File: src/rtl/decoder_nto2n_reg.sv
// decoder_nto2n_reg: registered N-to-2^N one-hot/one-cold decoder with valid/ready accept and hold.
// Optional walking-one self-test scan is built only when DECODER_SCAN_EN is defined.
module decoder_nto2n_reg #(
    parameter int SEL_W      = 3,
    parameter int SCAN_DIV   = 4,
    parameter bit ACTIVE_LOW = 1'b0
) (
    input  logic                    clk,
    input  logic                    rst_n,
    input  logic                    en,
    input  logic                    in_valid,
    output logic                    in_ready,
    input  logic [SEL_W-1:0]        sel,
    input  logic                    scan_start,
    output logic [(1<<SEL_W)-1:0]   y,
    output logic                    y_valid,
    output logic                    scan_busy,
    output logic                    scan_done
);
    localparam int OUT_W = 1 << SEL_W;
    localparam logic [OUT_W-1:0] INACT = ACTIVE_LOW ? '1 : '0;

    typedef enum logic [1:0] {IDLE, HOLD, SCAN} state_t;

    state_t state_q, state_d;
    logic [OUT_W-1:0] y_q, y_d;

    function automatic logic [OUT_W-1:0] act(input logic [SEL_W-1:0] idx);
        return INACT ^ (OUT_W'(1) << idx);
    endfunction

`ifdef DECODER_SCAN_EN
    logic [SEL_W-1:0] step_q, step_d;
    logic [7:0]       div_q, div_d;
    logic             done_q, done_d;
    logic             scan_last;

    assign scan_last = div_q == 8'(SCAN_DIV - 1);
    assign in_ready  = en & (state_q != SCAN) & ~scan_start;
    assign scan_busy = state_q == SCAN;
    assign scan_done = done_q;

    always_comb begin
        state_d = state_q;
        y_d     = y_q;
        step_d  = step_q;
        div_d   = div_q;
        done_d  = 1'b0;
        if (!en) begin
            state_d = IDLE;
            y_d     = INACT;
            step_d  = '0;
            div_d   = '0;
        end else if (scan_start && state_q != SCAN) begin
            state_d = SCAN;
            y_d     = act('0);
            step_d  = '0;
            div_d   = '0;
        end else if (state_q == SCAN) begin
            div_d = scan_last ? 8'd0 : div_q + 8'd1;
            // the last step ends the scan instead of wrapping back to output 0
            if (scan_last && step_q == SEL_W'(OUT_W - 1)) begin
                state_d = IDLE;
                y_d     = INACT;
                step_d  = '0;
                done_d  = 1'b1;
            end else if (scan_last) begin
                step_d = step_q + 1'b1;
                y_d    = act(step_q + 1'b1);
            end
        end else if (in_valid) begin
            state_d = HOLD;
            y_d     = act(sel);
        end
    end

    always_ff @(posedge clk or negedge rst_n) begin
        if (!rst_n) begin
            step_q <= '0;
            div_q  <= '0;
            done_q <= 1'b0;
        end else begin
            step_q <= step_d;
            div_q  <= div_d;
            done_q <= done_d;
        end
    end
`else
    logic unused_scan_start;

    assign unused_scan_start = scan_start;
    assign in_ready  = en;
    assign scan_busy = 1'b0;
    assign scan_done = 1'b0;

    always_comb begin
        state_d = state_q;
        y_d     = y_q;
        if (!en) begin
            state_d = IDLE;
            y_d     = INACT;
        end else if (in_valid) begin
            state_d = HOLD;
            y_d     = act(sel);
        end
    end
`endif

    always_ff @(posedge clk or negedge rst_n) begin
        if (!rst_n) begin
            state_q <= IDLE;
            y_q     <= INACT;
        end else begin
            state_q <= state_d;
            y_q     <= y_d;
        end
    end

    assign y       = y_q;
    assign y_valid = state_q != IDLE;
endmodule

File: config.mk
export PLATFORM = sky130hd
export DESIGN_NAME = decoder_nto2n_reg
export DESIGN_NICKNAME = d
export VERILOG_FILES = /design/src/rtl/decoder_nto2n_reg.sv
export SDC_FILE = /design/constraint.sdc
export NUM_CORES = 1
export LEC_CHECK = 0
export ABC_AREA = 0
export BUFFER_PORTS_ARGS = -buffer_cell sky130_fd_sc_hd__buf_4
export CAP_MARGIN = 20
export CORE_AREA = 2 2 39 41
export DETAILED_ROUTE_END_ITERATION = 10
export DIE_AREA = 0 0 41 43
export MAX_ROUTING_LAYER = met4
export PLACE_DENSITY = 0.71
export SYNTH_ARGS = -nofsm -noshare
export SYNTH_HDL_FRONTEND = slang
export SYNTH_SLANG_ARGS = --single-unit
File: constraint.sdc
create_clock -name clk -period 0.8 [get_ports clk]
set_clock_uncertainty 0.1 [all_clocks]
set_input_delay 0.12 -clock clk [delete_from_list [all_inputs] [get_ports clk]]
set_output_delay 0.12 -clock clk [all_outputs]
set_load 0.05 [all_outputs]
==> impl_metrics.toml <==
[run_status]
status = "complete, but fails checks"
violations = "negative setup slack"

[setup_path]
timing.rr.start = "y[1]"
cp-end-kind = "output port"
cpLargestDelayFamily = "flip-flops"
crit_fanout = 2
worstPathCellList = "buf_6"
slowest_delay_ns = 0.41
cp-start-kind = "flip-flop"
path_buf_inv = 1
cp.arrival_ns = 0.83
worstSetupPathType = "flip-flop to output port"
required_ns = 0.58
cpMaxStageDelayCell = "dfrtp_2"
crit_start = "y[7]"

[cells_and_area]
final_cell_mix = "buf_4, buf_6, dfrtp_2"
antenna_cells = 0
fin_util_pct = 50.7
fin_nets = 74
layout_commonest_cell = "buf_4"
drive_gt1_share_pct = 58.5
stdcell_count = 81
area_growth_pct = 62.1

[clock_tree]
clkLatencyLatePin_ns = 0.26
root_buffer = "clkbuf_4"
clkTransAtPathRegs_ns = 0.07
cts.sinks = 9
cts_tree = "built"
clockBufferDepth = 2
cts_made_buffers = 3
cts_max_level = 1

[place]
place_ws_ns = -0.295
gp_congestion = 0.647
port_buffers = 16
placed_cells = 74
dp_hpwl_um = 682

[detailed_routing]
drtIter0Drc = 4
wirelength_um = 1000
wl_per_cell_um = 12.4
vias = 382
drc = 0
viasPerCell = 4.72
antenna_left = 0
dr.pass1.iters = 3

[floorplanning]
dieArea_um2 = 1760
core_area_um2 = 1380
start_util_pct = 31.3
die_x_um = 41
die_h_um = 43
row_count = 14
ios = 20

[grt]
grt_pass1_vias = 356
grt-ovfl-total = 0
grt_pass1_wl_um = 1540
track_usage_pct = 13.6
grt_antenna_before_repair = 0
grt_max_degree = 17

[sta]
finalCriticalPeriod_ns = 1.05
hold_violations = 0
drv_slew = 0
rsz0062_at_grt = "yes"
period_share_pct = 131
finalSetupViolations = 10
fmax_mhz = 952
setup_tns_ns = -2.25
worst_slack_ns = -0.251

[logic_synthesis]
synth_area_um2 = 433
yosysWarnings = 0
netlist_instances = 41
ys_ff_latch = 9
yosysSeqAreaShare_pct = 52.0
synthDistinctLibCells = 12
syn_avg_cell_area_um2 = 10.6

[job]
maxCapViolations = 0

[worst_hold_path]
hold_class = "input port to flip-flop"
min-delay-start = "sel[1]"

[pwr]
power.total_w = 0.00107
power_leakage_nw = 0.294
irDropWorstVdd_mv = 0.555
powerDensity_nw_per_um2 = 1530
-- timing repair --
| item | in CTS | in global routing |
|---|---|---|
| setup buffers | 1 | 1 |
| pin swaps | 2 | 2 |
| hold buffers | 1 | 0 |
| hold endpoints to repair | 9 | 0 |
| endpoints found under the setup margin | 10 | 12 |
| resized for setup | 13 | 3 |
-- area by class of cell --
class	instances	area, µm²
Inverter	1	3.75
Tap cell	16	20.0
Sequential cell	9	236
Fill cell	127	682
Clock buffer	4	26.3
Timing Repair Buffer	23	220
Multi-Input combinational cell	28	195
-- per-stage QoR --
step / instance area [µm²] / hold slack [ns]
2_1_floorplan: 448 / -0.276
3_3_place_gp: 592 / -0.150
3_5_place_dp: 592 / -0.147
4_1_cts: 684 / 0.0164
5_1_grt: 702 / 0.0105
6_report: 702 / 0.0152
-- synthesized netlist by cell type (all sizes together) --
cell	n	area share (%)
or4b	1	2.3
a21oi	8	9.2
clkbuf	1	0.87
conb	1	0.87
clkinv	1	0.87
nand2b	8	12
dfrtp	9	52
nand4b	3	6.1
nand4	1	1.4
buf	3	5.2
nor2	2	1.7
nand4bb	3	7.8
-- routing by layer --
layer  wire (µm)  GRT usage (%)  part of all wire, %
met5           0              -                    0
met4           0           8.00                    0
met3          71           4.71                  7.1
met2         495           18.4                   49
met1         435           17.1                   43
-- state kept, by name (all words and copies together), names as in the netlist --
| signal | cells |
|---|---|
| y | 8 |
| state_q | 1 |
-- power breakdown --
group          switching, W  internal, W
registers        0.00000964     0.000470
clock network      0.000168     0.000192
logic              0.000138    0.0000964
-- cells by family (layout without fill, tap and decap cells) --
group                  Yosys count  in the layout  synth area share, %
flip-flops                       9              9                 52.0
other                            1              2                0.866
AND/OR/NAND/NOR                 18             18                 30.9
AO/OA/AOI/OAI                    8              8                 9.25
buffers and inverters            5             28                 6.93
-- worst paths after layout --
kind	endpoint	slack, ns	cells past startpoint
min reg2reg	state_q[0]	0.43	2
max in group asynchronous	y[3]	0.33	2
max	y[7]	-0.25	1
min in group asynchronous	y[5]	0.11	2
max reg2reg	y[1]	-0.07	3
min	y[0]	0.02	3
Power figures use the tool's default switching activity.
